$ cat src/rtl/rabbit_stream_xor_pkg.sv
// Shared constants, FSM encoding and helpers for the Rabbit keystream XOR datapath.
package rabbit_stream_xor_pkg;

    localparam int BLK_W            = 128;
    localparam int BLK_BYTES        = BLK_W / 8;
    localparam int WARMUP_ITERS_DEF = 4;

    typedef enum logic [2:0] {
        ST_IDLE,
        ST_LOAD,
        ST_WARM,
        ST_RUN,
        ST_DRAIN
    } state_e;

    // Non-last beats are always full; out-of-range counts on a last beat mean full too.
    function automatic logic [4:0] eff_bytes(input logic last, input logic [4:0] bytes);
        if (!last || bytes == 5'd0 || bytes > 5'd16) begin
            return 5'd16;
        end
        return bytes;
    endfunction

endpackage

$ cat src/rtl/rabbit_stream_xor_if.sv
// Keystream-generator strobes plus input/output beat streams of the XOR engine.
interface rabbit_stream_xor_if;
    import rabbit_stream_xor_pkg::*;

    logic             ks_load;
    logic             ks_en;
    logic [BLK_W-1:0] ks_word;
    logic             ks_done;

    logic             in_valid;
    logic             in_ready;
    logic [BLK_W-1:0] in_data;
    logic             in_last;
    logic [4:0]       in_bytes;

    logic             out_valid;
    logic             out_ready;
    logic [BLK_W-1:0] out_data;
    logic             out_last;
    logic [4:0]       out_bytes;

    modport slave (
        output ks_load, ks_en, in_ready, out_valid, out_data, out_last, out_bytes,
        input  ks_word, ks_done, in_valid, in_data, in_last, in_bytes, out_ready
    );

    modport master (
        input  ks_load, ks_en, in_ready, out_valid, out_data, out_last, out_bytes,
        output ks_word, ks_done, in_valid, in_data, in_last, in_bytes, out_ready
    );

endinterface

$ cat src/rtl/rabbit_stream_xor_byte_mask.sv
// Byte-count to block mask; byte 0 sits in the most significant byte lane.
module rabbit_byte_mask
    import rabbit_stream_xor_pkg::*;
(
    input  logic [4:0]       bytes_i,
    output logic [BLK_W-1:0] mask_o
);

    always_comb begin
        mask_o = '0;
        for (int i = 0; i < BLK_BYTES; i++) begin
            if (5'(i) < bytes_i) begin
                mask_o[BLK_W-1-8*i -: 8] = 8'hFF;
            end
        end
    end

endmodule

$ cat src/rtl/rabbit_stream_xor.sv
// Session sequencer and XOR datapath between an input beat stream and a keystream generator.
//   state | meaning
//   IDLE  | waiting for start, blk_count holds last session total
//   LOAD  | one-cycle ks_load, blk_count cleared
//   WARM  | ks_en for WARMUP_ITERS cycles to warm the generator
//   RUN   | accepting beats, one ks_en per accepted beat
//   DRAIN | last beat accepted, waiting for it to leave the output register
module rabbit_stream_xor
    import rabbit_stream_xor_pkg::*;
#(
    parameter int WARMUP_ITERS = WARMUP_ITERS_DEF
) (
    input  logic                clk,
    input  logic                rst,
    input  logic                start_i,
    output logic                busy_o,
    output logic [31:0]         blk_count_o,
    rabbit_stream_xor_if.slave  bus
);

    state_e           state_q, state_d;
    logic [2:0]       warm_cnt_q, warm_cnt_d;
    logic             out_valid_q, out_valid_d;
    logic [BLK_W-1:0] out_data_q, out_data_d;
    logic             out_last_q, out_last_d;
    logic [4:0]       out_bytes_q, out_bytes_d;
    logic [31:0]      blk_count_q, blk_count_d;

    logic [4:0]       eff_bytes_w;
    logic [BLK_W-1:0] mask_w;
    logic             accept;

    assign eff_bytes_w = eff_bytes(bus.in_last, bus.in_bytes);

    rabbit_byte_mask u_mask (
        .bytes_i (eff_bytes_w),
        .mask_o  (mask_w)
    );

    // Reset gates every strobe so an in-flight beat is dropped without side effects.
    assign bus.in_ready = !rst && (state_q == ST_RUN) && bus.ks_done
                          && (!out_valid_q || bus.out_ready);
    assign accept       = bus.in_valid && bus.in_ready;
    assign bus.ks_load  = !rst && (state_q == ST_LOAD);
    assign bus.ks_en    = !rst && ((state_q == ST_WARM) || accept);

    always_comb begin
        state_d     = state_q;
        warm_cnt_d  = warm_cnt_q;
        blk_count_d = blk_count_q;
        out_valid_d = out_valid_q;
        out_data_d  = out_data_q;
        out_last_d  = out_last_q;
        out_bytes_d = out_bytes_q;

        unique case (state_q)
            ST_IDLE: begin
                if (start_i) state_d = ST_LOAD;
            end
            ST_LOAD: begin
                warm_cnt_d  = 3'(WARMUP_ITERS - 1);
                blk_count_d = '0;
                state_d     = ST_WARM;
            end
            ST_WARM: begin
                if (warm_cnt_q == 3'd0) state_d = ST_RUN;
                else                    warm_cnt_d = warm_cnt_q - 3'd1;
            end
            ST_RUN: begin
                if (accept && bus.in_last) state_d = ST_DRAIN;
            end
            ST_DRAIN: begin
                if (out_valid_q && bus.out_ready && out_last_q) state_d = ST_IDLE;
            end
            default: state_d = ST_IDLE;
        endcase

        if (accept) begin
            out_valid_d = 1'b1;
            out_data_d  = (bus.in_data ^ bus.ks_word) & mask_w;
            out_last_d  = bus.in_last;
            out_bytes_d = eff_bytes_w;
            blk_count_d = blk_count_q + 32'd1;
        end else if (bus.out_ready) begin
            out_valid_d = 1'b0;
        end
    end

    always_ff @(posedge clk) begin
        if (rst) begin
            state_q     <= ST_IDLE;
            warm_cnt_q  <= '0;
            out_valid_q <= 1'b0;
            out_data_q  <= '0;
            out_last_q  <= 1'b0;
            out_bytes_q <= '0;
            blk_count_q <= '0;
        end else begin
            state_q     <= state_d;
            warm_cnt_q  <= warm_cnt_d;
            out_valid_q <= out_valid_d;
            out_data_q  <= out_data_d;
            out_last_q  <= out_last_d;
            out_bytes_q <= out_bytes_d;
            blk_count_q <= blk_count_d;
        end
    end

    assign bus.out_valid = out_valid_q;
    assign bus.out_data  = out_data_q;
    assign bus.out_last  = out_last_q;
    assign bus.out_bytes = out_bytes_q;
    assign busy_o        = (state_q != ST_IDLE);
    assign blk_count_o   = blk_count_q;

endmodule

$ cat src/flat_wrapper.sv
// flat-port wrapper written by rule: the top's interface ports become plain ports
module rabbit_stream_xor_flat import rabbit_stream_xor_pkg::*;
#(
    parameter int WARMUP_ITERS = WARMUP_ITERS_DEF
)
  (clk, rst, start_i, busy_o, blk_count_o, bus_ks_load, bus_ks_en, bus_in_ready, bus_out_valid, bus_out_data, bus_out_last, bus_out_bytes, bus_ks_word, bus_ks_done, bus_in_valid, bus_in_data, bus_in_last, bus_in_bytes, bus_out_ready);
  rabbit_stream_xor_if bus_i ();
  input  logic clk;
  input  logic rst;
  input  logic start_i;
  output logic busy_o;
  output logic [31:0] blk_count_o;
  output wire logic [$bits(bus_i.ks_load)-1:0] bus_ks_load;
  output wire logic [$bits(bus_i.ks_en)-1:0] bus_ks_en;
  output wire logic [$bits(bus_i.in_ready)-1:0] bus_in_ready;
  output wire logic [$bits(bus_i.out_valid)-1:0] bus_out_valid;
  output wire logic [$bits(bus_i.out_data)-1:0] bus_out_data;
  output wire logic [$bits(bus_i.out_last)-1:0] bus_out_last;
  output wire logic [$bits(bus_i.out_bytes)-1:0] bus_out_bytes;
  input wire logic [$bits(bus_i.ks_word)-1:0] bus_ks_word;
  input wire logic [$bits(bus_i.ks_done)-1:0] bus_ks_done;
  input wire logic [$bits(bus_i.in_valid)-1:0] bus_in_valid;
  input wire logic [$bits(bus_i.in_data)-1:0] bus_in_data;
  input wire logic [$bits(bus_i.in_last)-1:0] bus_in_last;
  input wire logic [$bits(bus_i.in_bytes)-1:0] bus_in_bytes;
  input wire logic [$bits(bus_i.out_ready)-1:0] bus_out_ready;
  assign bus_ks_load = bus_i.ks_load;
  assign bus_ks_en = bus_i.ks_en;
  assign bus_in_ready = bus_i.in_ready;
  assign bus_out_valid = bus_i.out_valid;
  assign bus_out_data = bus_i.out_data;
  assign bus_out_last = bus_i.out_last;
  assign bus_out_bytes = bus_i.out_bytes;
  assign bus_i.ks_word = bus_ks_word;
  assign bus_i.ks_done = bus_ks_done;
  assign bus_i.in_valid = bus_in_valid;
  assign bus_i.in_data = bus_in_data;
  assign bus_i.in_last = bus_in_last;
  assign bus_i.in_bytes = bus_in_bytes;
  assign bus_i.out_ready = bus_out_ready;
  rabbit_stream_xor #(.WARMUP_ITERS(WARMUP_ITERS)) u_core (.clk(clk), .rst(rst), .start_i(start_i), .busy_o(busy_o), .blk_count_o(blk_count_o), .bus(bus_i));
endmodule
$ cat config.mk
export PLATFORM = sky130hd
export DESIGN_NAME = rabbit_stream_xor_flat
export DESIGN_NICKNAME = d
export VERILOG_FILES = /design/src/rtl/rabbit_stream_xor_pkg.sv /design/src/rtl/rabbit_stream_xor_if.sv /design/src/rtl/rabbit_stream_xor_byte_mask.sv /design/src/rtl/rabbit_stream_xor.sv /design/src/flat_wrapper.sv
export SDC_FILE = /design/constraint.sdc
export NUM_CORES = 1
export LEC_CHECK = 0
export ABC_AREA = 1
export BUFFER_PORTS_ARGS = -buffer_cell sky130_fd_sc_hd__buf_4
export CAP_MARGIN = 20
export CORE_MARGIN = 5
export CORE_UTILIZATION = 30
export DETAILED_ROUTE_END_ITERATION = 10
export SLEW_MARGIN = 20
export SYNTH_ARGS = -nofsm -noshare
export SYNTH_HDL_FRONTEND = slang
export SYNTH_SLANG_ARGS = --single-unit
$ cat constraint.sdc
create_clock -name clk -period 1.65 [get_ports clk]
set_input_delay 0.0825 -clock clk [delete_from_list [all_inputs] [get_ports clk]]
set_output_delay 0.0825 -clock clk [all_outputs]
set_load 0.02 [all_outputs]
=== Word level (Yosys, flattened, before mapping) ===
Index checks and enable logic that the tools add are counted.

* Register bits: 173
* Input port bits: 268
* Output and inout bits: 171
* Word-level logic and storage cells: 92

* $add $sub $neg: 2
* Order comparisons: 17
* Equal/unequal tests: 9
* Multiplexer cells: 30
* Bitwise operators: 2
* Reduce and logical (&&, ||, !) cells: 25

{| class="wikitable"
|+ Operators with widths
! kind !! count
|-
| AND 128 bit || 1
|-
| two-way mux 8 bit || 16
|-
| bitwise XOR 128 bit || 1
|-
| two-way mux 32 bit || 2
|-
| less-than comparator 4 x 5 -> 1 bit, first input constant || 8
|-
| adder 32 x 1 -> 32 bit, second input constant || 1
|-
| less-than comparator 3 x 5 -> 1 bit, first input constant || 4
|-
| two-way mux 3 bit || 5
|-
| one-hot mux 3 bit (5 select lines) || 1
|-
| less-than comparator 1 x 5 -> 1 bit, first input constant || 2
|-
| less-than comparator 2 x 5 -> 1 bit, first input constant || 2
|-
| two-way mux 5 bit || 2
|-
| logical AND 1 bit || 9
|-
| != test 2 bit, second input constant || 4
|-
| == test 3 x 2 -> 1 bit, second input constant || 2
|-
| logical NOT 3 bit || 2
|-
| one-hot mux 3 bit (2 select lines) || 1
|-
| nonzero test 2 bit || 3
|-
| greater-than comparator 5 bit, second input constant || 1
|-
| logical NOT 5 bit || 1
|-
| logical OR 1 bit || 4
|-
| AND reduction 4 bit || 1
|-
| == test 3 x 1 -> 1 bit, second input constant || 1
|-
| == test 3 bit, second input constant || 1
|-
| other kinds (6) || 10
|}

=== Depth between registers and ports, before layout ===
* Depth after elaboration: 8
* Gate-level depth with buffers: 11

=== Hierarchy ===
Synthesis repeated with hierarchy kept, for this count alone.

* Cell total of the unflattened synthesis: 1403
* Area total of the unflattened synthesis: 9601.7 sq um

{| class="wikitable"
|+ By module, submodules not included
! module !! times used !! cells an instance !! area each (sq um) !! sequential area each (sq um)
|-
| rabbit_stream_xor || 1 || 1253 || 8592.0 || 3463.3
|-
| rabbit_byte_mask || 1 || 150 || 1009.7 || 0.0
|}

=== Worst setup path after synthesis ===
OpenSTA, ideal clock, no wires.

* Path type: reg2reg
* From: register u_core.out_valid_q, in the netlist u_core.bus.out_valid
* To: register u_core.out_data_q[100], in the netlist u_core.bus.out_data[100]
* Arrival time: 1.643 ns
* Required time: 1.533 ns
* Slack: -0.110 ns
* Cell stages (with the launch flop): 9
* Clock period less this slack: 1.760 ns
* Path through: dfxtp_1 nand2_1 nand3_1 nor2_1 nand2_1 buf_4 buf_2 a21oi_1 nor2_1

* Longest elaborated chain between the ends: 4

{| class="wikitable"
|+ RTL lines
! element !! RTL line !! source
|-
| start: declaration || rabbit_stream_xor.sv:23 || <nowiki>logic out_valid_q, out_valid_d;</nowiki>
|-
| start signal: assignment || rabbit_stream_xor.sv:101 || <nowiki>out_valid_q <= out_valid_d;</nowiki>
|-
| logical NOT 1 bit || rabbit_stream_xor.sv:42 || <nowiki>&& (!out_valid_q || bus.out_ready);</nowiki>
|-
| logical OR 1 bit || rabbit_stream_xor.sv:42 ||
|-
| logical AND 1 bit || rabbit_stream_xor.sv:42 ||
|-
| named net bus_in_ready || flat_wrapper.sv:15 || <nowiki>output wire logic [$bits(bus_i.in_ready)-1:0] bus_in_ready;</nowiki>
|-
| logical AND 1 bit || rabbit_stream_xor.sv:43 || <nowiki>assign accept = bus.in_valid && bus.in_ready;</nowiki>
|-
| end signal: assignment || rabbit_stream_xor.sv:102 || <nowiki>out_data_q <= out_data_d;</nowiki>
|-
| end: declaration || rabbit_stream_xor.sv:24 || <nowiki>logic [BLK_W-1:0] out_data_q, out_data_d;</nowiki>
|}

The timed path passes the listed nets, and every way through them passes these cells.
A chain may end at the register's enable or synchronous reset.

=== Final worst setup path ===
* From: register u_core.state_q[2]
* To: register u_core.blk_count_q[22], in the netlist u_core.blk_count_o[22]

* Longest elaborated chain between the ends: 6
* Elaborated cells on any way between the ends: 8

{| class="wikitable"
|+ RTL lines
! element !! RTL line !! source
|-
| start: declaration || rabbit_stream_xor.sv:21 || <nowiki>state_e state_q, state_d;</nowiki>
|-
| start signal: assignment || rabbit_stream_xor.sv:99 || <nowiki>state_q <= state_d;</nowiki>
|-
| == test 3 x 2 -> 1 bit || rabbit_stream_xor.sv:41 || <nowiki>assign bus.in_ready = !rst && (state_q == ST_RUN) && bus.ks_done</nowiki>
|-
| logical AND 1 bit (2 in a row) || rabbit_stream_xor.sv:41 ||
|-
| logical AND 1 bit || rabbit_stream_xor.sv:42 ||
|-
| logical AND 1 bit || rabbit_stream_xor.sv:43 ||
|-
| two-way mux 32 bit / nonzero test 2 bit (equally long branches) || n/a ||
|-
| end signal: assignment || rabbit_stream_xor.sv:105 || <nowiki>blk_count_q <= blk_count_d;</nowiki>
|-
| end: declaration || rabbit_stream_xor.sv:27 || <nowiki>logic [31:0] blk_count_q, blk_count_d;</nowiki>
|}

Parallel ways exist; a longest one is shown, timed or not.

==> flow_summary_export.csv <==
group,metric,value,unit
clocking,cts.path.max_buffers,2,
route,vias,10586,
route,dr.pass1.iters,5,
route,drc,0,
global_routing,overflow,0,
pwr,irDropWorstVdd,623,uV
logic_synthesis,ys_warn_count,0,
min_path,hold_class,"input pin to flip-flop",
layout,fin_nets,2084,
logic_synthesis,ys_ff_latch,173,
logic_synthesis,synth_common_cells,"nand2_1 (198), dfxtp_1 (173), a21oi_1 (146)",
clocking,tritoncts,"yes",
global_routing,grt_max_degree,72,
route,ant_nets,0,
clocking,clockRootBuffer,"clkbuf_16",
global_routing,first_global_vias,10127,
global_routing,grt_pass1_wl,54900,um
layout,area_growth,82.8,%
route,wl_per_cell,17.5,um
timing,layout_min_cycle_time,1.59,ns
setup_path,cp-end-kind,"flip-flop",
logic_synthesis,ys_seq_area_share,40.9,%
timing,slew_headroom,49.3,%
setup_path,cp_data_required_time,1.97,ns
logic_synthesis,synth_top_cell_area_share,40.9,%
logic_synthesis,synthTopCellsByArea,"dfxtp_1 (41%), xor2_1 (10%), nand2_1 (8.8%), a21oi_1 (8.6%), o21ai_0 (7.8%)",
layout,final_cells,2203,
global_routing,gr-usage-all-layers,22.1,%
setup_path,crit_path_max_incr_delay,0.33,ns
logic_synthesis,syn_area,8460,um^2
clocking,numCtsBuffers,17,
global_routing,grt_most_used_layer,"met2",
setup_path,path_class,"flip-flop to flip-flop",
placement,place_hpwl,27500,um
global_routing,grtUsageMet3,4.60,%
floorplan,start_util,30.5,%
status,run_status,"finished, final reports clean",
floorplan,fp.coreArea,27800,um^2
floorplan,num_rows,61,
setup_path,cp.arrival,1.91,ns
clocking,clkLatencyLatePin,0.43,ns
global_routing,grt_use_met2,39.4,%
route,finalWirelength,38600,um
layout,layout-drive-gt1-share,33.8,%
setup_path,crit_fanout,12,
logic_synthesis,yosys.area.top_type,"dfxtp_1",
setup_path,path_cells,"inv_2 > nand3_2 > nor3_4 > buf_6 > buf_4 > clkbuf_16 > nand3_1 > o21ai_0 > nor2_1",
run,max_cap_violations,0,
logic_synthesis,async_reset_ff_share,0,%
timing,max_freq,0.628,GHz
placement,placed_cells,1968,
timing,finClkSkew,0.0173,ns
logic_synthesis,netlist_instances,1147,
global_routing,antenna_found_initial,1,
pwr,p_leak,6.98,nW
floorplan,fp.dieW,178,um
setup_path,crit_slowest_cell,"dfxtp_1",
placement,port_buffers,438,
layout,final_area,15500,um^2
setup_path,start_kind,"flip-flop",
floorplan,die_y,178,um
logic_synthesis,ys_types,34,
timing,fin_crit_sh,96.5,%
global_routing,use_met1,26.2,%
layout,antennaDiodeCount,0,
timing,rsz0062_at_grt,"yes",
timing,tightest_slew,0.756,ns
clocking,cts_max_level,4,
route,drtIter0Drc,621,
route,via_per_inst,4.81,
logic_synthesis,synth_ff_type,"dfxtp_1",
timing,setup_violations,0,
pwr,power_density,710,nW/um^2
clocking,clk_pin_slew,0.08,ns
placement,placed_area,12600,um^2
timing,final-hold-violation-count,0,
clocking,clock_sinks,173,
floorplan,die-area,31700,um^2
logic_synthesis,synth_edf_count,0,
placement,gp_congestion,0.873,
floorplan,pin_count,439,
layout,fillers,2562,
logic_synthesis,syn_area_per_cell,7.38,um^2
logic_synthesis,synth_most_common_cell,"nand2_1",
timing,drv_slew,0,
logic_synthesis,synth_nets,1418,
path summary, 6_finish.rpt:
kind                                       startpoint                       to  slack (ns)  cells after the start
worst max-delay path                u_core.state_q[2]   u_core.blk_count_o[22]        0.06                      9
worst min-delay path                  bus_in_data[66]  u_core.bus.out_data[66]        0.01                      4
worst max register to register      u_core.state_q[2]   u_core.blk_count_o[22]        0.06                      9
worst min register to register  u_core.blk_count_o[0]    u_core.blk_count_o[0]        0.46                      1
logic make-up after synthesis:
kind of cell             count (synthesis)  share of synthesized area [%]
flip-flops                             173                           40.9
adder cells (fa/ha/maj)                  3                          0.444
AO/OA/AOI/OAI                          307                           18.8
XOR/XNOR                               109                           11.3
AND/OR/NAND/NOR                        434                           22.4
buffers and inverters                  121                           6.18
report_power, final:
part | switching [mW] | internal, mW | total, mW
Clock | 1.84 | 2.42 | 4.26
Sequential | 0.0627 | 4.27 | 4.33
Combinational | 1.09 | 1.29 | 2.39
Total | 3.00 | 7.98 | 11.0
cell usage in the layout (no fill, tap or decap), drive strengths merged, types with 4 or more instances in the layout:
| cell type | instances |
|---|---|
| a21oi | 146 |
| a22oi | 14 |
| buf | 515 |
| clkbuf | 29 |
| clkinvlp | 4 |
| dfxtp | 173 |
| dlygate4sd3 | 180 |
| inv | 65 |
| nand2 | 199 |
| nand3 | 72 |
| nand4 | 21 |
| nor2 | 114 |
| nor3 | 8 |
| o21a | 4 |
| o21ai | 139 |
| or2 | 19 |
| xnor2 | 8 |
| xor2 | 101 |
sequential cells by signal (all words and copies together) (netlist names):
register	cells
u_core.warm_cnt_q	3
u_core.bus.out_bytes	5
u_core.blk_count_o	32
u_core.bus.out_data	128
u_core.bus.out_valid	1
u_core.bus.out_last	1
u_core.state_q	3
metal layers:
layer,share of wire [%],vias to the layer above
met5,0.034,-
met4,3.3,2
met3,6.5,66
met2,51,415
met1,39,4953
li1,-,5150
worst max-delay path, delay by kind of cell, from the launching register on:
family | cells | cell delay (ns)
simple gates | 4 | 0.45
buf+inv | 4 | 0.56
flops | 1 | 0.33
compound gates | 1 | 0.15
through the flow:
stage / utilization, % / power [mW] / hold slack, ns / setup TNS [ns] / setup slack (ns)
floorplan: - / 5.21 / 0.223 / 0 / 0.00474
global placement: 45.2 / 6.20 / 0.374 / 0 / 0.0694
detailed placement: 45.2 / 6.21 / 0.380 / 0 / 0.0263
CTS: 54.0 / 10.9 / 0.00111 / 0 / 0.0269
global route: 55.7 / 11.4 / 0.0167 / -0.227 / -0.0259
finish: 55.7 / 11.0 / 0.0122 / 0 / 0.0584
timing repair:
item,4_1_cts,5_1_grt
pin swaps,1,6
setup buffers,1,11
cloned,0,12
gates resized for setup,7,36
endpoints found under the setup margin,2,119
endpoints found under the hold margin,93,1
hold buffers,180,1
layout make-up:
class | instances | area [um^2] | share of cell area (%)
Clock inverter | 13 | 176 | 1.14
Inverter | 61 | 234 | 1.51
Sequential cell | 173 | 3470 | 22.4
Timing Repair inverter | 1 | 7.51 | 0.0485
Timing Repair Buffer | 706 | 6110 | 39.5
Tap cell | 378 | 473 | 3.06
Clock buffer | 18 | 429 | 2.77
Multi-Input combinational cell | 853 | 4570 | 29.5
(Power assumes the default switching activity.)
